## src/rtl/cache_pkg.sv

```systemverilog
// Shared geometry and address-field helpers for the cache way store.
package cache_pkg;

  localparam int s_offset        = 5;
  localparam int s_index         = 3;
  localparam int s_tag           = 32 - s_offset - s_index;
  localparam int s_mask          = 2 ** s_offset;
  localparam int s_line          = 8 * s_mask;
  localparam int num_sets        = 2 ** s_index;
  localparam int words_per_line  = s_mask / 4;
  localparam int s_word          = s_offset - 2;

  // Upper address bits form the tag, compared in full width.
  function automatic logic [s_tag-1:0] tag_of(input logic [31:0] addr);
    return addr[31 -: s_tag];
  endfunction

  // Set index sits directly above the byte offset.
  function automatic logic [s_index-1:0] index_of(input logic [31:0] addr);
    return addr[s_offset +: s_index];
  endfunction

  // 32-bit word position within the line.
  function automatic logic [s_word-1:0] word_of(input logic [31:0] addr);
    return addr[s_offset-1:2];
  endfunction

endpackage

```

## src/rtl/cache_way_store_meta_ram.sv

```systemverilog
// Small per-set storage for tag/valid/dirty metadata with a write-first,
// registered read port.
module meta_ram
  import cache_pkg::*;
#(
  parameter int width = 1
) (
  input  logic               clk,
  input  logic               reset,
  input  logic               read,
  input  logic               we,
  input  logic [s_index-1:0] index,
  input  logic [width-1:0]   wdata,
  output logic [width-1:0]   rdata
);

  logic [width-1:0] mem [num_sets];

  // Storage update and registered read; a same-cycle write is forwarded.
  always_ff @(posedge clk) begin
    if (reset) begin
      for (int i = 0; i < num_sets; i++) begin
        mem[i] <= '0;
      end
      rdata <= '0;
    end else begin
      if (we) begin
        mem[index] <= wdata;
      end
      if (read) begin
        rdata <= we ? wdata : mem[index];
      end
    end
  end

endmodule

```

## src/rtl/cache_way_store.sv

```systemverilog
// One way of a direct-indexed cache: metadata, data lines and the
// CPU-word <-> line adapter. Control and memory handshaking live elsewhere.
module cache_way_store
  import cache_pkg::*;
(
  input  logic                clk,
  input  logic                reset,
  input  logic                read,
  input  logic [31:0]         address,
  input  logic                tag_load,
  input  logic                dirty_load,
  input  logic                dirty_in,
  input  logic                line_load,
  input  logic                cpu_write,
  input  logic [s_line-1:0]   line_in,
  input  logic [31:0]         mem_wdata,
  input  logic [3:0]          mem_byte_enable,
  output logic [s_tag-1:0]    tag_out,
  output logic                valid_out,
  output logic                dirty_out,
  output logic [s_line-1:0]   line_out,
  output logic [31:0]         mem_rdata,
  output logic                hit
);

  logic [s_index-1:0] index;
  logic [s_word-1:0]  word;
  logic [s_mask-1:0]  byte_en;
  logic [s_line-1:0]  wline;
  logic [s_line-1:0]  merged;
  logic [s_line-1:0]  data [num_sets];

  assign index = index_of(address);
  assign word  = word_of(address);

  meta_ram #(.width(s_tag)) u_tag (
    .clk   (clk),
    .reset (reset),
    .read  (read),
    .we    (tag_load),
    .index (index),
    .wdata (tag_of(address)),
    .rdata (tag_out)
  );

  meta_ram #(.width(1)) u_valid (
    .clk   (clk),
    .reset (reset),
    .read  (read),
    .we    (tag_load),
    .index (index),
    .wdata (1'b1),
    .rdata (valid_out)
  );

  meta_ram #(.width(1)) u_dirty (
    .clk   (clk),
    .reset (reset),
    .read  (read),
    .we    (dirty_load),
    .index (index),
    .wdata (dirty_in),
    .rdata (dirty_out)
  );

  // Bus adapter: a fill overrides a CPU write; CPU word is replicated across the line.
  always_comb begin
    byte_en = '0;
    wline   = '0;
    if (line_load) begin
      byte_en = {s_mask{1'b1}};
      wline   = line_in;
    end else if (cpu_write) begin
      byte_en = s_mask'(mem_byte_enable) << {word, 2'b00};
      wline   = {words_per_line{mem_wdata}};
    end else begin
      byte_en = '0;
      wline   = '0;
    end
  end

  // Per-byte merge of new data over the stored line (also the write-first read value).
  always_comb begin
    merged = data[index];
    for (int b = 0; b < s_mask; b++) begin
      if (byte_en[b]) begin
        merged[8*b +: 8] = wline[8*b +: 8];
      end else begin
        merged[8*b +: 8] = data[index][8*b +: 8];
      end
    end
  end

  // Line storage and registered line output.
  always_ff @(posedge clk) begin
    if (reset) begin
      for (int i = 0; i < num_sets; i++) begin
        data[i] <= '0;
      end
      line_out <= '0;
    end else begin
      if (|byte_en) begin
        data[index] <= merged;
      end
      if (read) begin
        line_out <= merged;
      end
    end
  end

  assign mem_rdata = line_out[32*word +: 32];
  assign hit       = valid_out && (tag_out == tag_of(address));

endmodule

```

## config.mk

```make
export PLATFORM = sky130hd
export DESIGN_NAME = cache_way_store
export DESIGN_NICKNAME = d
export VERILOG_FILES = /design/src/rtl/cache_pkg.sv /design/src/rtl/cache_way_store_meta_ram.sv /design/src/rtl/cache_way_store.sv
export SDC_FILE = /design/constraint.sdc
export NUM_CORES = 2
export LEC_CHECK = 0
export CAP_MARGIN = 20
export CORE_UTILIZATION = 30
export DETAILED_ROUTE_END_ITERATION = 8
export PLACE_DENSITY = 0.47
export SETUP_SLACK_MARGIN = 0.1
export SYNTH_ARGS = -nofsm -noshare
export SYNTH_HDL_FRONTEND = slang
export SYNTH_SLANG_ARGS = --single-unit
```

## constraint.sdc

```tcl
create_clock -name clk -period 60.6 [get_ports clk]
set_input_delay 15.15 -clock clk [delete_from_list [all_inputs] [get_ports clk]]
set_output_delay 15.15 -clock clk [all_outputs]
set_load 0.02 [all_outputs]
```

# --- After elaboration in Yosys (flattened, before gate mapping) ---
# Memories as Yosys holds them, arrays and structs flattened. A register that Yosys moved wholly into a read port is not among the register bits.
# Index checks and enable logic that the tools add are counted.
word_totals:
  input_bits: 332
  out_inout_bits: 315
  memories: 4
  latch_bits: 0
  ramBits: 2256
  rom_bits: 0
  wordCells: 73
  reg_bits: 256
classes:
  multipliers: 0
  magnitude_cmp: 0
  reduce_logical: 6
  shifts: 2
  bitwise_logic: 0
  n_mux: 59
  n_eq_ne: 1
  addsub: 0
  n_div: 0
memory_table:
  columns: ["name", "words", "word_bits", "rd", "rd_ports_with_merged_regs", "write_ports", "line_no", "text"]
  rows:
  - ["data", 8, 256, 1, 0, 8, "cache_way_store.sv:31", "logic [s_line-1:0] data [num_sets];"]
  - ["u_tag.mem", 8, 24, 1, 1, 8, "cache_way_store_meta_ram.sv:17", "logic [width-1:0] mem [num_sets];"]
  - ["u_dirty.mem", 8, 1, 1, 1, 8, "cache_way_store_meta_ram.sv:17", null]
  - ["u_valid.mem", 8, 1, 1, 1, 8, "cache_way_store_meta_ram.sv:17", null]
ops:
  columns: ["operator", "n"]
  rows:
  - ["two-way mux 256 bit", 3]
  - ["two-way mux 8 bit", 32]
  - ["OR reduction 256 bit", 1]
  - ["variable part select 256 x 9 -> 32 bit", 1]
  - ["two-way mux 32 bit", 2]
  - ["OR reduction 32 bit", 1]
  - ["left shift 4 x 5 -> 32 bit", 1]
  - ["equality test 24 bit", 1]
  - ["two-way mux 24 bit", 1]
  - ["OR reduction 24 bit", 1]
  - ["two-way mux 1 bit", 17]
  - ["two-way mux 3 bit", 4]
  - ["OR reduction 1 bit", 2]
  - ["logical AND 1 bit", 1]

# --- Logic depth before layout (Yosys ltp) ---
depth:
  word_depth: 9
  ltp_mapped: 11
  depth_no_buf: 5

# --- Hierarchy ---
# Synthesis repeated with hierarchy kept, for this count alone.
unflattened:
  cells_unflattened: 9147
  hier_area_um2: 116341.6
by_module_without_submodules:
  columns: ["mod", "seq_area_each_um2", "cells_each", "instances", "area_per_inst_um2"]
  rows:
  - ["cache_way_store", 66623.9, 8300, 1, 105416.1]
  - ["meta_ram (u_tag)", 6246.0, 747, 1, 9859.5]
  - ["meta_ram (u_dirty ...)", 260.2, 50, 2, 533.0]

# --- Worst setup path before layout ---
# No wires, ideal clock.
synth_timing:
  path_type: "input port to flip-flop"
  from: "in address[3]"
  to: "mem data[1][0] (netlist name) (enable)"
  arrival_time_ps: 34388
  t_required_ps: 59373
  stages: 10
  setup_ps: 1227
  path_buffers: 5
  path_slack_ps: 24985
  path_cell_list: "buf_4 -> buf_6 -> o21ai_0 -> a2111oi_0 -> nor3_1 -> o2111a_1 -> buf_2 -> buf_2 -> buf_2 -> o21ai_0"
synth_rtl:
  columns: ["element", "line_no", "text"]
  rows:
  - ["start: declaration", "cache_way_store.sv:9", "input logic [31:0] address,"]
  - ["end: declaration", "cache_way_store.sv:31", null]

# --- Worst setup path after layout ---
layout_timing:
  from: "in address[3]"
  to: "out mem_rdata[14]"
layout_via:
  elab_chain_cells: 1
layout_lines:
  columns: ["element", "line_no", "text"]
  rows:
  - ["variable part select 256 x 9 -> 32 bit", "cache_way_store.sv:111", "assign mem_rdata = line_out[32*word +: 32];"]
  - ["end: declaration", "cache_way_store.sv:22", "output logic [31:0] mem_rdata,"]
# Every way passes these cells.

==> results.tsv <==
stage	metric	value	unit
placement	dp_hpwl	397000	um
power_and_ir_drop	combPwrFrac	13.3	%
drt	via_count	96400	
yosys	synth-adder-area-share	0	%
setup_path	crit_fanout	44	
clock_network	h-tree-depth	5	
timing	finalHoldViolCount	0	
drt	drt_first_pass_iters	6	
cells_and_area	drive_gt1_share	16.3	%
yosys	synth_area	121000	sq um
yosys	synth_xor_area_share	0.174	%
clock_network	cts_hold_buf	0	
run	drv_cap	0	
yosys	ys_seq_area_share	60.7	%
timing	setup_viol	0	
yosys	synthArstFlopShare	0	%
yosys	synth.net_count	9812	
power_and_ir_drop	p_clk_share	40.8	%
drt	wl_per_cell	42.0	um
timing	max_slew.worst_pin.slew	1.31	ns
cells_and_area	final_core_util	35.4	%
die	placeableCoreArea	400000	sq um
timing	maxSlewViolCount	0	
timing	max_freq	29.6	MHz
cells_and_area	fin_nets	9990	
setup_path	crit_type	primary input to output port	
yosys	synth_top_family_by_area	simple AND/OR/NAND/NOR gates	
yosys	synth-simple-area-share	15.0	%
global_route	grt_use_total	30.3	%
drt	wirelength	639000	um
power_and_ir_drop	seq_power_share	45.9	%
cells_and_area	fin_cells	15200	
placement	portBuffers	644	
setup_path	cp.required	45.45	ns
setup_path	cp.buffers_inverters	3	
drt	drc_errors	0	
setup_path	slowest_stage	clkdlybuf4s50_1	
die	die_area	405000	sq um
drt	routed-wl-met3	73800	um
die	die_h	637	um
timing	period_share	55.7	%
global_route	grt-ovfl-total	0	
placement	place_inst	14600	
placement	gp_congestion	0.920	
yosys	ys_types	95	
timing	setup_tns	0	ns
yosys	synthCells	9480	
timing	relSlewSlack	12.8	%
setup_path	critPathArrivalTime	18.63	ns
timing	rsz0062_at_grt	false	
setup_path	critPathLaunchType	primary input	
clock_network	cts_tree	built	
power_and_ir_drop	swShare	28.3	%
drt	drt-met1-wl	239000	um
yosys	synthMuxAreaShare	8.48	%
clock_network	max-clock-path-buffers	4	
cells_and_area	final_common_cell	edfxtp_1	
cells_and_area	n_fill_cell	39100	
yosys	synthFlopType	edfxtp_1	
min_path	hold_class	register to register	
power_and_ir_drop	powerDensity	32.1	nW/um^2
cells_and_area	layout_common_cells	2248 x edfxtp_1, 1366 x nor3_1, 976 x and3_1, 634 x clkdlybuf4s50_1, 429 x nor2_1	
yosys	yosysTopAreaCellShare	55.9	%
drt	routed_via_density	6.33	
setup_path	cp_top_family	buffers and inverters	
yosys	synth-seq-cells	2538	
global_route	grt_max_degree	320	
setup_path	cp-startpoint	address[3]	
clock_network	cts_resized	0	
yosys	yosysTopAreaCell	edfxtp_1	
outcome	status	completed	
cells_and_area	areaGrowthSynthToFinish	17.1	%
drt	wl_met2	270000	um
drt	dr.first_iter.drc_count	14900	
global_route	grt_pass1_vias	88900	
die	die_w	637	um
power_and_ir_drop	p_sw	1290	uW
setup_path	endpoint_kind	output port	
die	rows	232	
setup_path	path_cells	buf_6 > buf_4 > mux4_2 > nand2_1 > nand2_1 > clkdlybuf4s50_1	
setup_path	reg2reg_from	data[3][213]	
drt	top_layer_used	met5	
timing	skew	0.0493	ns
global_route	antenna_found_initial	126	
setup_path	cp_slowest_stage_delay	0.74	ns
clock_network	cts_sinks	2538	
yosys	yosys_warnings	0	
yosys	synth_compound_area_share	11.1	%
yosys	synth_edf_count	2248	
power_and_ir_drop	power.leakage	0.0515	uW
clock_network	clk_latency	0.97	ns
timing	min_period	33.78	ns
clock_network	cts_root_buf	clkbuf_16	
drt	antenna_left	0	
yosys	synth.area.top_cells	edfxtp_1 56%, nor3_1 5.7%, and3_1 5.1%	
power_and_ir_drop	intPower	3260	uW
power_and_ir_drop	ir_worst_vdd	0.0219	mV
die	io_pins	647	
clock_network	numCtsBuffers	300	
clock_network	post_cts_buffers	0	
min_path	hold_start	u_valid.mem[3]	
yosys	synth.avg_cell_area	12.7	sq um
clock_network	clkTransAtPathRegs	0.06	ns
global_route	grt_pass1_wl	840000	um
setup_path	critical_path.most_common_cell	nand2_1	
die	initial_core_util	30.2	%
==> cells in the mapped netlist (67+ instances only) <==
cell / n
a221oi_1: 167
o221ai_1: 67
mux4_2: 132
mux2_2: 414
a211oi_1: 202
mux2i_1: 258
nor2_1: 437
a22oi_1: 158
and3_1: 978
o31ai_1: 68
nor3_1: 1369
edfxtp_1: 2248
o22ai_1: 129
o21ai_0: 139
nand2_1: 359
buf_6: 110
a21oi_1: 128
a32oi_1: 118
clkbuf_1: 563
dfxtp_1: 290
buf_2: 265
==> stage by stage <==
step / total power (uW) / hold WS [ns] / instance area [sq um] / worst slack (ns)
floorplan: 2420 / 0.426 / 121000 / 24.99
global placement: 2690 / 0.432 / 131000 / 27.17
CTS: 4530 / 0.467 / 141000 / 27.16
global route: 4630 / 0.495 / 141000 / 26.94
finish: 4550 / 0.472 / 142000 / 26.82
detailed placement: 2700 / 0.454 / 131000 / 27.16
==> sequential cells by signal, indices dropped and copies added (netlist names) <==
register       flops
u_tag.rdata       24
u_valid.mem        8
line_out         256
data            2048
u_dirty.rdata      1
u_dirty.mem        8
u_valid.rdata      1
u_tag.mem        192
==> worst paths after layout <==
| check | to | slack (ns) | cells after the start |
|---|---|---|---|
| worst min register to register | u_valid.mem[3] | 0.47 | 1 |
| worst min-delay path | u_valid.mem[3] | 0.47 | 1 |
| worst max register to register | data[7][213] | 58.27 | 5 |
| worst max-delay path | mem_rdata[14] | 26.82 | 6 |
==> metal layers <==
metal	track usage (%)	vias to the layer above
li1	-	37700
met1	39.1	50200
met2	43.7	6929
met3	7.73	1488
met4	22.9	52
met5	0	-
==> power by group through the flow <==
stage | Clock, uW | Combinational (uW) | Sequential (uW)
after floorplan | 0 | 291 | 2130
after global placement | 0 | 581 | 2110
after detailed placement | 0 | 586 | 2120
after CTS | 1860 | 587 | 2080
after global routing | 1920 | 614 | 2090
final | 1860 | 605 | 2090
==> logic make-up (layout without fill, tap and decap cells) <==
family                 count (synthesis)  count (layout)
XOR/XNOR                              24              24
AO/OA/AOI/OAI                       1590            1590
buffers and inverters               1090            1522
multiplexers                         806             806
other                                  0              58
AND/OR/NAND/NOR                     3432            3432
flip-flops                          2538            2538
==> area by class of cell <==
cell class	count	area, sq um	area share [%]
diodes	58	145	0.103
flip-flops and latches	2538	73300	51.8
clock buffers	461	8860	6.26
well taps	5265	6590	4.65
clock inverters	95	1020	0.721
repair buffers	953	9070	6.41
inverters	13	65.1	0.0460
multi-input cells	5852	42500	30.0
No activity file was read; power rests on OpenSTA's default activity.
